--- config.mk ---
export PLATFORM = sky130hd
export DESIGN_NAME = mem_stage_nb
export DESIGN_NICKNAME = d
export VERILOG_FILES = /design/src/rtl/mem_stage_pkg.sv /design/src/rtl/load_align.sv /design/src/rtl/mem_stage_nb.sv
export SDC_FILE = /design/constraint.sdc
export NUM_CORES = 1
export LEC_CHECK = 0
export BUFFER_PORTS_ARGS = -buffer_cell sky130_fd_sc_hd__buf_2
export CORE_UTILIZATION = 45
export CTS_BUF_LIST = sky130_fd_sc_hd__clkbuf_2
export CTS_CLUSTER_DIAMETER = 100
export DETAILED_ROUTE_END_ITERATION = 10
export PLACE_DENSITY = 0.65
export SLEW_MARGIN = 15
export SYNTH_ARGS = -nofsm -noshare
export SYNTH_HDL_FRONTEND = slang
export SYNTH_SLANG_ARGS = --single-unit
--- constraint.sdc ---
create_clock -name clk -period 5.8 [get_ports clk]
set_input_delay 0.29 -clock clk [delete_from_list [all_inputs] [get_ports clk]]
set_output_delay 0.29 -clock clk [all_outputs]
set_load 0.02 [all_outputs]
--- src/rtl/mem_stage_pkg.sv ---
// Shared types and helpers for the non-blocking memory stage.
package mem_stage_pkg;

    typedef enum logic [1:0] {
        SZ_B = 2'b00,
        SZ_H = 2'b01,
        SZ_W = 2'b10,
        SZ_D = 2'b11
    } size_e;

    // Per-entry control bits; wide fields (payload, off, result, data) live in parallel arrays.
    typedef struct packed {
        logic  valid;
        logic  mem_req;
        logic  is_load;
        size_e size;
        logic  uns;
        logic  got;
    } entry_ctrl_t;

    // Ceiling log2; clog2(1) == 0.
    function automatic int unsigned clog2(input int unsigned value);
        int unsigned res;
        res = 0;
        while ((32'd1 << res) < value) begin
            res = res + 1;
        end
        return res;
    endfunction

endpackage

--- src/rtl/load_align.sv ---
// Load data lane select and sign/zero extension for any DATA_W.
module load_align
    import mem_stage_pkg::*;
#(
    parameter int unsigned  DATA_W = 32,
    localparam int unsigned OFF_W  = clog2(DATA_W / 8)
) (
    input  logic [DATA_W-1:0] data_i,
    input  size_e             size_i,
    input  logic              uns_i,
    input  logic [OFF_W-1:0]  off_i,
    output logic [DATA_W-1:0] wdata_c
);

    logic [OFF_W-1:0]  lane_off;
    logic [DATA_W-1:0] shifted;
    logic              sign;

    // Pick the naturally aligned lane, then extend with sign = ~uns & msb.
    always_comb begin
        lane_off = off_i;
        unique case (size_i)
            SZ_B:    lane_off = off_i;
            SZ_H:    lane_off = off_i & ~OFF_W'(1);
            default: lane_off = off_i & ~OFF_W'(3);
        endcase
        shifted = data_i >> {lane_off, 3'b000};
        sign    = 1'b0;
        wdata_c = shifted;
        unique case (size_i)
            SZ_B: begin
                sign    = ~uns_i & shifted[7];
                wdata_c = DATA_W'($signed({sign, shifted[7:0]}));
            end
            SZ_H: begin
                sign    = ~uns_i & shifted[15];
                wdata_c = DATA_W'($signed({sign, shifted[15:0]}));
            end
            SZ_W: begin
                sign    = ~uns_i & shifted[31];
                wdata_c = DATA_W'($signed({sign, shifted[31:0]}));
            end
            default: begin
                // A dword on a 32-bit datapath degenerates to a word.
                if (DATA_W >= 64) begin
                    wdata_c = data_i;
                end else begin
                    sign    = ~uns_i & shifted[31];
                    wdata_c = DATA_W'($signed({sign, shifted[31:0]}));
                end
            end
        endcase
    end

endmodule

--- src/rtl/mem_stage_nb.sv ---
// Non-blocking MEM stage: in-order queue of in-flight instructions with
// in-order response binding and post-flush response cancellation.
module mem_stage_nb
    import mem_stage_pkg::*;
#(
    parameter int unsigned  DATA_W    = 32,
    parameter int unsigned  DEPTH     = 2,
    parameter int unsigned  PAYLOAD_W = 200,
    localparam int unsigned OFF_W     = clog2(DATA_W / 8)
) (
    input  logic                 clk,
    input  logic                 resetn,
    input  logic                 in_valid,
    output logic                 in_ready,
    input  logic [PAYLOAD_W-1:0] in_payload,
    input  logic                 in_mem_req,
    input  logic                 in_is_load,
    input  logic [1:0]           in_size,
    input  logic                 in_unsigned,
    input  logic [OFF_W-1:0]     in_off,
    input  logic [DATA_W-1:0]    in_result,
    input  logic                 data_ok,
    input  logic [DATA_W-1:0]    rdata,
    input  logic                 flush,
    output logic                 out_valid,
    input  logic                 out_ready,
    output logic [PAYLOAD_W-1:0] out_payload,
    output logic [DATA_W-1:0]    out_wdata,
    output logic                 pending
);

    localparam int unsigned PTR_W   = (DEPTH > 1) ? clog2(DEPTH) : 1;
    localparam int unsigned CNT_W   = clog2(DEPTH + 1);
    localparam int unsigned CAN_W   = clog2(2 * DEPTH + 1);
    localparam int unsigned CAN_MAX = 2 * DEPTH;

    entry_ctrl_t          ctrl_q    [DEPTH];
    entry_ctrl_t          ctrl_d    [DEPTH];
    logic [PAYLOAD_W-1:0] payload_q [DEPTH];
    logic [PAYLOAD_W-1:0] payload_d [DEPTH];
    logic [OFF_W-1:0]     off_q     [DEPTH];
    logic [OFF_W-1:0]     off_d     [DEPTH];
    logic [DATA_W-1:0]    result_q  [DEPTH];
    logic [DATA_W-1:0]    result_d  [DEPTH];
    logic [DATA_W-1:0]    data_q    [DEPTH];
    logic [DATA_W-1:0]    data_d    [DEPTH];
    logic [PTR_W-1:0]     head_q, head_d, tail_q, tail_d;
    logic [CNT_W-1:0]     count_q, count_d;
    logic [CAN_W-1:0]     cancel_q, cancel_d;

    entry_ctrl_t          head_ctrl;
    logic                 head_complete;
    logic                 pop;
    logic                 push;
    logic                 owner_found;
    logic [PTR_W-1:0]     owner_idx;
    logic [PTR_W-1:0]     slot;
    int unsigned          outstanding;
    int unsigned          cancel_sum;
    logic                 cancel_ovf;
    logic [DATA_W-1:0]    head_aligned_c;

    function automatic logic [PTR_W-1:0] ptr_inc(input logic [PTR_W-1:0] p);
        return (32'(p) == DEPTH - 1) ? '0 : p + PTR_W'(1);
    endfunction

    load_align #(.DATA_W(DATA_W)) u_load_align (
        .data_i  (data_q[head_q]),
        .size_i  (head_ctrl.size),
        .uns_i   (head_ctrl.uns),
        .off_i   (off_q[head_q]),
        .wdata_c (head_aligned_c)
    );

    // Head presentation and handshakes; flush suppresses both push and pop.
    always_comb begin
        head_ctrl     = ctrl_q[head_q];
        head_complete = ~head_ctrl.mem_req | head_ctrl.got;
        out_valid     = head_ctrl.valid & head_complete & ~flush;
        pop           = out_valid & out_ready;
        in_ready      = ~flush & ((32'(count_q) < DEPTH) | pop);
        push          = in_valid & in_ready;
        out_payload   = payload_q[head_q];
        out_wdata     = head_ctrl.is_load ? head_aligned_c : result_q[head_q];
    end

    // Oldest entry still owed a response, and the total number owed.
    always_comb begin
        owner_found = 1'b0;
        owner_idx   = '0;
        slot        = '0;
        outstanding = 0;
        for (int unsigned i = 0; i < DEPTH; i++) begin
            slot = PTR_W'((32'(head_q) + i) % DEPTH);
            if (ctrl_q[slot].valid && ctrl_q[slot].mem_req && !ctrl_q[slot].got) begin
                outstanding = outstanding + 1;
                if (!owner_found) begin
                    owner_found = 1'b1;
                    owner_idx   = slot;
                end
            end
        end
        pending = (outstanding != 0) || (cancel_q != '0);
    end

    // Queue, binding and cancel-count next state.
    always_comb begin
        ctrl_d     = ctrl_q;
        payload_d  = payload_q;
        off_d      = off_q;
        result_d   = result_q;
        data_d     = data_q;
        head_d     = head_q;
        tail_d     = tail_q;
        count_d    = count_q;
        cancel_d   = cancel_q;
        cancel_sum = 32'(cancel_q);
        cancel_ovf = 1'b0;
        if (flush) begin
            for (int unsigned i = 0; i < DEPTH; i++) begin
                ctrl_d[PTR_W'(i)].valid = 1'b0;
            end
            head_d     = '0;
            tail_d     = '0;
            count_d    = '0;
            cancel_sum = 32'(cancel_q) + outstanding;
            if (data_ok && cancel_sum != 0) begin
                cancel_sum = cancel_sum - 1;
            end
            if (cancel_sum > CAN_MAX) begin
                cancel_ovf = 1'b1;
                cancel_sum = CAN_MAX;
            end
            cancel_d = CAN_W'(cancel_sum);
        end else begin
            if (data_ok) begin
                if (cancel_q != '0) begin
                    cancel_d = cancel_q - CAN_W'(1);
                end else if (owner_found) begin
                    ctrl_d[owner_idx].got = 1'b1;
                    data_d[owner_idx]     = rdata;
                end
            end
            if (pop) begin
                ctrl_d[head_q].valid = 1'b0;
                head_d               = ptr_inc(head_q);
            end
            if (push) begin
                ctrl_d[tail_q].valid   = 1'b1;
                ctrl_d[tail_q].mem_req = in_mem_req;
                ctrl_d[tail_q].is_load = in_is_load;
                ctrl_d[tail_q].size    = size_e'(in_size);
                ctrl_d[tail_q].uns     = in_unsigned;
                ctrl_d[tail_q].got     = 1'b0;
                payload_d[tail_q]      = in_payload;
                off_d[tail_q]          = in_off;
                result_d[tail_q]       = in_result;
                tail_d                 = ptr_inc(tail_q);
            end
            count_d = count_q + CNT_W'(push) - CNT_W'(pop);
        end
    end

    // State registers; reset forgets all in-flight and cancelled responses.
    always_ff @(posedge clk or negedge resetn) begin
        if (!resetn) begin
            for (int unsigned i = 0; i < DEPTH; i++) begin
                ctrl_q[PTR_W'(i)]    <= '0;
                payload_q[PTR_W'(i)] <= '0;
                off_q[PTR_W'(i)]     <= '0;
                result_q[PTR_W'(i)]  <= '0;
                data_q[PTR_W'(i)]    <= '0;
            end
            head_q   <= '0;
            tail_q   <= '0;
            count_q  <= '0;
            cancel_q <= '0;
        end else begin
            ctrl_q    <= ctrl_d;
            payload_q <= payload_d;
            off_q     <= off_d;
            result_q  <= result_d;
            data_q    <= data_d;
            head_q    <= head_d;
            tail_q    <= tail_d;
            count_q   <= count_d;
            cancel_q  <= cancel_d;
        end
    end

    // A response must belong to a live entry or to a cancelled one.
    a_rsp_has_owner: assert property (@(posedge clk) disable iff (!resetn)
        data_ok |-> ((cancel_q != '0) || owner_found));

    a_cancel_no_overflow: assert property (@(posedge clk) disable iff (!resetn)
        !cancel_ovf);

endmodule

==> out/metrics.csv, run 1 <==
stage;metric;value;unit
placement;placer congestion estimate;0.928;
grt;gr ovfl total;0;
critical_path;Data required, critical path;5.51;ns
clock_tree;Clock Sinks;553;
timing;Tmin final;5.16;ns
synthesis;#FFs+latches synth;553;
routing;drt total wl;76300;microns
floorplan;overall die height;240;microns
synthesis;synth unique cells;48;
critical_path;Setup crit start;head_q;
timing;setup violators final;0;
placement;DP Wirelength;48300;microns
critical_path;CP Launch Type;flop;
clock_tree;TritonCTS clock tree;built;
cells_and_area;P&R area growth vs syn;38.9;%
floorplan;Die W;240;microns
timing;Peak Freq;194;MHz
floorplan;Die ar.;57800;sq um
floorplan;core area;56300;sq um
timing;final hold viol count;0;
cells_and_area;count of nets after finishing;3198;
cells_and_area;Layout Cells excl Fill;3773;
cells_and_area;Fillers;4359;
timing;Slew Limit Fails;0;
grt;M1 GR Usage;29.8;%
synthesis;synthesis warning total;0;
placement;placement-stage cell area;28600;sq um
clock_tree;CTS buffer count;148;
clock_tree;Clk Latency, worst-skew pair;1.27;ns
routing;vias per cell;5.15;
synthesis;sequential fraction of the synthesis area;54.1;%
routing;Final ANT Viol Nets;0;
grt;largest net degree at the start of global routing;143;
floorplan;Initial Util;45.5;%
grt;GRT Max-Usage Layer;met2;
cells_and_area;area of the multi-input gates;10900;sq um
critical_path;CP Max Fanout;82;
cells_and_area;most common cell after layout, fill and taps aside;dlygate4sd3_1;
hold_path;Hold Path Class;primary input to flop;
grt;GR Util met3;8.59;%
status;outcome;complete, no violations;
cells_and_area;Design Area, Final;35600;sq um
critical_path;register-to-register setup slack;1.47;ns
synthesis;Avg Synthesized Cell Area;14.5;sq um
timing;Worst-Margin Slew;1.07;ns
placement;I/O Buffers;511;
synthesis;Post-synth EDFFs;0;
timing;RSZ-0062 raised after global routing;no;
critical_path;reg-to-reg startpoint;head_q;
critical_path;critical path capture point type;output port;
grt;vias in the first global route;21551;
pwr;Tot Pwr;0.0137;W
clock_tree;CTS root buffer;clkbuf_2;
routing;1st-iter DRT viols;884;
job;max-cap violation count;0;
clock_tree;Max clock buf depth;3;
routing;WL per Instance;20.2;microns
pwr;LEAKAGE;16.2;nW
synthesis;Synth Cell Area;25600;sq um
pwr;pwr dens;387;nW/um^2
synthesis;Synth async-reset ratio;100;%
grt;first-pass GRT wire length;118000;microns
synthesis;cell count after synthesis;1770;
cells_and_area;share of layout cells above drive strength 1;40.5;%
floorplan;# IOs;512;
routing;vias;19422;
synthesis;main flop type after synthesis;dfrtp_1;
routing;Residual DRC;0;
clock_tree;H-tree depth;4;
floorplan;Rows;87;
grt;GRT Resource Usage Total;26.5;%
critical_path;critical path type;flop to output port;
timing;Worst Clk Skew;0.101;ns
timing;Final Cycle Share;89.0;%
grt;initial antenna violation count;14;
critical_path;Max stage delay on crit path;1.03;ns
timing;worst rel slew slack;28.7;%
clock_tree;Worst-path clk slew;0.11;ns
hold_path;Hold Crit Start;data_ok;
critical_path;Arrival @ worst endpoint;4.87;ns
cells_and_area;most frequent cells in the layout;dlygate4sd3_1 (564), dfrtp_1 (552), buf_2 (510), mux2_2 (444), mux2_1 (324);
pwr;Worst VDD drop;230;uV
cells_and_area;register area;13800;sq um
critical_path;critical-path cell list;buf_6 -> nor2_1 -> mux2_2 -> a211oi_1 -> o21ai_1 -> a31oi_1 -> buf_2;
timing;post-route setup TNS;0;ns
placement;post-placement cell count;2948;
routing;drt pass-1 iters;5;
critical_path;CP max-delay cell;dfrtp_4;
grt;met2 Resource Use GR;44.3;%
synthesis;post-synthesis net count;2061;
==> sequential cells by signal (all words and copies together) (netlist names) <==
name / count
ctrl_q: 14
result_q: 64
cancel_q: 3
payload_q: 400
head_q: 1
off_q: 4
data_q: 64
count_q: 2
tail_q: 1
==> where the power goes <==
group	internal [W]	switching, W	leakage, nW
combinational	0.00241	0.00267	8.50
clock	0.00109	0.00161	0.976
sequential	0.00515	0.000813	6.68
==> critical path: cells and delay by family (launching register included) <==
kind                   cells  cell delay (ns)
and+or+nand+nor            1             0.11
buffers and inverters      2             0.85
AOI/OAI and AO/OA          3             1.38
DFF                        1             1.03
muxes                      1             0.28
==> logic make-up (layout without fill, tap and decap cells) <==
group,count (synthesis),in the layout,share of synthesized area [%]
mux,817,817,35.7
flops,553,553,54.1
buf+inv,131,1364,3.48
compound gates,127,127,3.30
simple gates,123,123,2.55
fa+ha+maj,14,14,0.714
xor+xnor,5,5,0.171
other cells,0,14,0
==> cells in the mapped netlist, types with 4 or more instances <==
cell | number | area, sq um
buf_4 | 7 | 52.6
a211oi_1 | 18 | 135
nand2b_1 | 6 | 37.5
nand2_1 | 35 | 131
inv_1 | 17 | 63.8
ha_1 | 13 | 163
nor3_1 | 15 | 75.1
clkbuf_1 | 20 | 75.1
and3b_1 | 4 | 35.0
nor2b_1 | 24 | 150
nor2_1 | 22 | 82.6
nand3_1 | 4 | 20.0
buf_6 | 27 | 304
buf_2 | 36 | 180
o211ai_1 | 14 | 105
mux2_1 | 324 | 3650
mux2_2 | 444 | 5000
buf_8 | 11 | 165
o21ai_0 | 6 | 30.0
a21oi_1 | 38 | 190
a31oi_1 | 18 | 113
dfrtp_1 | 553 | 13800
o22ai_1 | 11 | 68.8
buf_1 | 12 | 45.0
mux2i_1 | 49 | 490
o221ai_1 | 11 | 96.3
==> worst paths after layout <==
check	cells after the start	end
setup reg to reg	8	payload_q[352]
min in group asynchronous	4	payload_q[122]
max in group asynchronous	4	head_q
hold / removal	5	cancel_q[0]
hold reg to reg	1	payload_q[184]
setup / recovery	7	out_wdata[15]
==> stage by stage <==
| stage | util [%] | setup WS [ns] | hold slack, ns |
|---|---|---|---|
| after floorplan | - | 2.64 | -0.00559 |
| after global placement | 50.8 | 1.68 | 0.460 |
| after detailed placement | 50.8 | 1.59 | 0.468 |
| after CTS | 63.1 | 0.153 | 0.0148 |
| after global routing | 63.2 | 0.150 | 0.128 |
| final | 63.2 | 0.637 | 0.219 |
==> repair_timing <==
item,4_1_cts,5_1_grt
hold buffers,565,0
buffers inserted,0,0
resized for setup,0,1
setup endpoints to repair,0,4
hold endpoints to repair,1106,0
==> cell type report <==
cell class / count / share of cell area (%)
sequential: 553 / 38.9
timing repair buffer: 1100 / 23.9
clock inverter: 37 / 0.640
clock buffer: 209 / 2.94
multi-input combinational: 1086 / 30.6
inverter: 18 / 0.190
tap: 756 / 2.66
antenna: 14 / 0.0985
==> per-layer routing <==
layer	part of all wire, %	wire, microns	up-vias
li1	-	-	8783
met1	39	29600	9743
met2	49	37300	681
met3	7.6	5830	209
met4	4.6	3540	6
met5	0.055	42	-
Power figures use the tool's default switching activity.
==> run 2: changes to the inputs <==
PLACE_DENSITY = 0.68   (was 0.65)
clock period = 4.7 ns   (was 5.8 ns; I/O delays follow)
==> out/metrics.csv, run 2 (synthesis results as in run 1) <==
stage;metric;value;unit;change
critical_path;CP max-delay cell;o21ai_1;;
cells_and_area;most common cell after layout, fill and taps aside;dlygate4sd3_1;;
clock_tree;Clock Sinks;553;;unchanged
clock_tree;Worst-path clk slew;0.09;ns;-0.02 ns
timing;worst rel slew slack;40.6;%;+12 points
critical_path;Max stage delay on crit path;0.68;ns;-0.35 ns
critical_path;CP Max Fanout;13;;-84%
timing;final hold viol count;0;;unchanged
clock_tree;TritonCTS clock tree;built;;
cells_and_area;count of nets after finishing;3201;;+0.094%
critical_path;Arrival @ worst endpoint;4.26;ns;-0.61 ns
routing;Final ANT Viol Nets;0;;unchanged
clock_tree;Setup Buffers After CTS;0;;unchanged
floorplan;Die ar.;57800;sq um;unchanged
routing;drt pass-1 iters;7;;+2
floorplan;Initial Util;45.5;%;unchanged
placement;DP Wirelength;47100;microns;-2.5%
routing;drt total wl;74600;microns;-2.2%
pwr;pwr dens;475;nW/um^2;+23%
timing;Slew Limit Fails;0;;unchanged
placement;placer congestion estimate;0.879;;-5.3%
placement;worst slack at placement;1.08;ns;-0.518 ns
cells_and_area;P&R area growth vs syn;39.5;%;
placement;I/O Buffers;511;;unchanged
timing;Worst Clk Skew;0.114;ns;+0.0125 ns
cells_and_area;most frequent cells in the layout;dlygate4sd3_1 (557), dfrtp_1 (552), buf_2 (510), mux2_2 (443), mux2_1 (324);;
cells_and_area;largest registers;payload_q x400, data_q x64, result_q x64;;
critical_path;WP buf/inv;2;;unchanged
clock_tree;Max clock buf depth;3;;unchanged
timing;Worst-Margin Slew;0.890;ns;-0.179 ns
hold_path;worst hold stages;6;;+1
critical_path;critical-path cell list;nor3b_2 -> buf_4 -> mux2i_1 -> a211oi_2 -> o21ai_1 -> a31oi_1 -> buf_2;;
critical_path;Data required, critical path;4.47;ns;-1.04 ns
floorplan;core area;56300;sq um;unchanged
routing;vias;19571;;+0.77%
floorplan;# IOs;512;;unchanged
cells_and_area;Top reg by flops;payload_q;;
grt;gr ovfl total;0;;unchanged
timing;Final Cycle Share;95.6;%;
status;outcome;complete, no violations;;
grt;first-pass GRT wire length;116000;microns;-1.3%
timing;setup violators final;0;;unchanged
cells_and_area;Layout Cells excl Fill;3775;;+0.053%
clock_tree;Clk Latency, worst-skew pair;1.29;ns;+0.02 ns
critical_path;CP Launch Type;flop;;
hold_path;Hold Path Class;primary input to flop;;
floorplan;overall die height;240;microns;unchanged
cells_and_area;share of layout cells above drive strength 1;41.3;%;+0.88 points
pwr;Worst VDD drop;299;uV;+30%
critical_path;CP delay by family, top;compound AO/OA/AOI/OAI gates;;
floorplan;Rows;87;;unchanged
routing;1st-iter DRT viols;988;;+12%
placement;post-placement cell count;2958;;+0.34%
clock_tree;H-tree depth;4;;unchanged
timing;PnR worst setup slack;0.205;ns;-0.432 ns
grt;vias in the first global route;21550;;-0.0046%
critical_path;critical path capture point type;output port;;
routing;vias per cell;5.18;;+0.71%
pwr;LEAKAGE;16.2;nW;+0.42%
pwr;Tot Pwr;0.0170;W;+23%
grt;initial antenna violation count;20;;+6
critical_path;cell count of the worst reg-to-reg path;12;;+4
grt;GRT Resource Usage Total;25.9;%;-0.58 points
job;max-cap violation count;0;;unchanged
timing;Peak Freq;222;MHz;
grt;largest net degree at the start of global routing;121;;-15%
critical_path;Stages on worst setup path;7;;unchanged
routing;WL per Instance;19.8;microns;-2.2%
clock_tree;CTS root buffer;clkbuf_2;;
floorplan;Die W;240;microns;unchanged
cells_and_area;Largest register FFs;400;;unchanged
routing;Residual DRC;0;;unchanged
critical_path;critical path type;flop to output port;;
timing;Tmin final;4.49;ns;
clock_tree;CTS buffer count;148;;unchanged
==> run 2: changes by cell type in the layout (fill, tap and decap cells not counted), moves of 3 or more <==
cell and change:
clkbuf_2 +10, dlygate4sd3_1 -7, diode_2 +3, buf_6 +3, buf_12 +6, clkinv_1 -14
==> run 2: final cells by class <==
cell class | instances | area (sq um)
diodes | 17 | 42.5
well taps | 756 | 946
clock buffers | 219 | 1100
repair buffers | 1103 | 8600
multi-input cells | 1086 | 10900
flip-flops and latches | 553 | 13800
fillers | 4194 | 20600
clock inverters | 23 | 174
inverters | 18 | 67.6
==> run 2: timing repair <==
| item | CTS | global route |
|---|---|---|
| setup endpoints to repair | 99 | 94 |
| hold endpoints to repair | 1106 | 0 |
| resized for setup | 7 | 6 |
| hold buffers | 558 | 0 |
==> run 2: final timing paths <==
path | startpoint | end | slack [ns]
worst min register to register | result_q[38] | result_q[38] | 0.48
worst min-delay path | data_ok | cancel_q[1] | 0.24
worst max-delay path | ctrl_q[3] | out_wdata[14] | 0.21
max in group asynchronous | resetn | payload_q[325] | 3.78
worst max register to register | head_q | data_q[13] | 0.79
min in group asynchronous | resetn | payload_q[368] | 0.29
==> run 2: tightest hold or removal path: cells and delay by family <==
kind,cells,cell delay [ns]
AO/OA/AOI/OAI,3,0.37
buffers and inverters,2,0.69
AND/OR/NAND/NOR,1,0.07
==> run 2: per-layer routing <==
layer | GRT usage, % | part of all wire (%) | wire (microns)
met1 | 30.1 | 40 | 29500
met2 | 42.5 | 49 | 36300
met3 | 8.30 | 7.6 | 5640
met4 | 13.5 | 4.2 | 3110
met5 | 0 | 0.044 | 33
==> run 2: per-stage QoR <==
stage / util [%] / TNS [ns] / hold slack (ns) / area, sq um
after floorplan: - / 0 / -0.0606 / 25600
after global placement: 51.0 / 0 / 0.313 / 28700
after detailed placement: 51.0 / 0 / 0.325 / 28700
after CTS: 63.3 / 0 / 0.0185 / 35600
after global routing: 63.4 / -0.143 / 0.127 / 35700
final: 63.4 / 0 / 0.240 / 35700
==> run 2: power breakdown <==
part / internal, W / switching (W) / leakage, nW
Clock: 0.00138 / 0.00197 / 0.996
Combinational: 0.00298 / 0.00335 / 8.55
Sequential: 0.00636 / 0.000921 / 6.68
Total: 0.0107 / 0.00624 / 16.2
==> run 3: changes to the inputs <==
CORE_MARGIN = 8   (was default)
==> out/metrics.csv, run 3 (synthesis results as in run 1) <==
stage;metric;value;unit;change
timing;PnR worst setup slack;0.392;ns;+0.187 ns
critical_path;Setup crit start;ctrl_q[10];;
placement;placer congestion estimate;0.898;;+2.2%
critical_path;Arrival @ worst endpoint;4.07;ns;-0.19 ns
timing;setup violators final;0;;unchanged
clock_tree;H-tree depth;4;;unchanged
clock_tree;Clock Sinks;553;;unchanged
critical_path;RR Endpoint;payload_q[373];;
critical_path;most frequent cell on the critical path;a21oi_1;;
critical_path;Max stage delay on crit path;0.56;ns;-0.12 ns
cells_and_area;Layout Cells excl Fill;3780;;+0.13%
pwr;LEAKAGE;16.2;nW;about the same
cells_and_area;P&R area growth vs syn;39.6;%;about the same
timing;Worst Clk Skew;0.0772;ns;-0.0367 ns
cells_and_area;most frequent cells in the layout;dlygate4sd3_1 (563), dfrtp_1 (552), buf_2 (510), mux2_2 (444), mux2_1 (324);;
timing;worst rel slew slack;29.3;%;-11 points
floorplan;# IOs;512;;unchanged
cells_and_area;Largest register FFs;400;;unchanged
grt;gr ovfl total;0;;unchanged
clock_tree;Clk Latency, worst-skew pair;1.24;ns;-0.05 ns
cells_and_area;Fillers;4159;;-0.83%
clock_tree;TritonCTS clock tree;built;;
routing;drt total wl;79000;microns;+5.9%
timing;Fin Hold WS;0.247;ns;+0.00637 ns
timing;Tmin final;4.31;ns;-0.187 ns
timing;post-route setup TNS;0;ns;unchanged
timing;Final Cycle Share;91.7;%;-4.0 points
critical_path;CP max-delay cell;mux2_2;;
routing;Residual DRC;0;;unchanged
clock_tree;CTS buffer count;147;;-0.68%
floorplan;Die ar.;64800;sq um;+12%
floorplan;overall die height;254;microns;+5.8%
critical_path;CP Launch Type;flop;;
timing;final hold viol count;0;;unchanged
cells_and_area;share of layout cells above drive strength 1;41.0;%;-0.32 points
clock_tree;Max clock buf depth;3;;unchanged
pwr;pwr dens;475;nW/um^2;about the same
hold_path;Hold Path Class;primary input to asynchronous set/reset pin;;
floorplan;Rows;87;;unchanged
floorplan;Initial Util;45.5;%;unchanged
critical_path;cell count of the worst reg-to-reg path;9;;-3
routing;WL per Instance;20.9;microns;+5.7%
critical_path;Stages on worst setup path;6;;-1
placement;worst slack at placement;1.08;ns;+0.00279 ns
routing;vias per cell;5.19;;+0.11%
routing;drt pass-1 iters;5;;-2
placement;post-placement cell count;2958;;unchanged
floorplan;Die W;254;microns;+5.8%
pwr;Tot Pwr;0.0170;W;about the same
pwr;Worst VDD drop;281;uV;-5.9%
clock_tree;CTS root buffer;clkbuf_2;;
routing;1st-iter DRT viols;927;;-6.2%
clock_tree;Worst-path clk slew;0.10;ns;about the same
job;max-cap violation count;0;;unchanged
critical_path;reg-to-reg startpoint;head_q;;
critical_path;WP buf/inv;1;;-1
timing;Worst-Margin Slew;1.06;ns;+0.170 ns
clock_tree;Setup Buffers After CTS;0;;unchanged
placement;DP Wirelength;50800;microns;+7.8%
critical_path;critical path type;flop to output port;;
timing;Slew Limit Fails;0;;unchanged
floorplan;core area;56300;sq um;unchanged
status;outcome;complete, no violations;;
cells_and_area;most common cell after layout, fill and taps aside;dlygate4sd3_1;;
grt;largest net degree at the start of global routing;155;;+28%
cells_and_area;largest registers;payload_q x400, data_q x64, result_q x64;;
grt;first-pass GRT wire length;123000;microns;+5.9%
timing;RSZ-0062 raised after global routing;no;;
routing;vias;19618;;+0.24%
critical_path;critical-path cell list;nand2b_1 -> mux2_2 -> a21oi_1 -> o21bai_2 -> a21oi_1 -> buf_2;;
critical_path;Worst Setup EP;out_wdata[26];;
critical_path;register-to-register setup slack;0.68;ns;-0.11 ns
timing;Peak Freq;232;MHz;+4.3%
grt;vias in the first global route;21764;;+0.99%
cells_and_area;Top reg by flops;payload_q;;
critical_path;CP delay by family, top;compound AO/OA/AOI/OAI gates;;
routing;Final ANT Viol Nets;0;;unchanged
placement;I/O Buffers;511;;unchanged
grt;GRT Resource Usage Total;24.2;%;-1.7 points
critical_path;critical path capture point type;output port;;
critical_path;CP Max Fanout;16;;+3
grt;initial antenna violation count;18;;-10%
critical_path;Data required, critical path;4.47;ns;about the same
cells_and_area;count of nets after finishing;3206;;+0.16%
run 3: report_power, final:
group	switching (W)	internal [W]
combinational	0.00340	0.00300
clock	0.00196	0.00132
sequential	0.000941	0.00636
total	0.00630	0.0107
run 3: tightest hold or removal path, stage by stage:
cell and delay, ns:
dlygate4sd3_1 0.55, dlygate4sd3_1 0.60, buf_8 0.23, buf_16 0.40
run 3: metal layers:
metal	wire, microns	vias to the layer above	global-route usage (%)	part of all wire (%)
li1	-	8786	-	-
met1	30700	9856	28.2	39
met2	39000	769	40.4	49
met3	5990	199	7.29	7.6
met4	3270	8	12.0	4.1
met5	54	-	0	0.068
run 3: layout make-up:
cell class / instances / area (sq um) / share of cell area, %
diodes: 18 / 45.0 / 0.126
clock buffers: 215 / 1080 / 3.01
clock inverters: 25 / 174 / 0.487
inverters: 18 / 67.6 / 0.189
multi-input cells: 1086 / 10900 / 30.5
flip-flops and latches: 553 / 13800 / 38.8
well taps: 756 / 946 / 2.65
repair buffers: 1109 / 8680 / 24.3
run 3: worst min path at each step:
stage	startpoint	to	slack, ns	cells past startpoint
global route	in_payload[85]	payload_q[85]	0.15	4
CTS	in_payload[4]	payload_q[204]	0.04	4
detailed placement	resetn	payload_q[367]	0.42	1
finish	resetn	payload_q[169]	0.25	4
floorplan	resetn	cancel_q[0]	-0.06	0
global placement	resetn	payload_q[167]	0.40	1
run 3: metrics by stage:
| stage | cell area (sq um) | util, % |
|---|---|---|
| floorplan | 25600 | - |
| global placement | 28700 | 51.1 |
| detailed placement | 28700 | 51.1 |
| CTS | 35700 | 63.4 |
| global route | 35700 | 63.4 |
| finish | 35700 | 63.5 |
run 3: timing repair:
| action | 4_1_cts | 5_1_grt |
|---|---|---|
| hold endpoints to repair | 1106 | 0 |
| endpoints found under the setup margin | 14 | 24 |
| hold buffers | 564 | 0 |
| gates resized for setup | 3 | 1 |
| pin swaps | 0 | 0 |
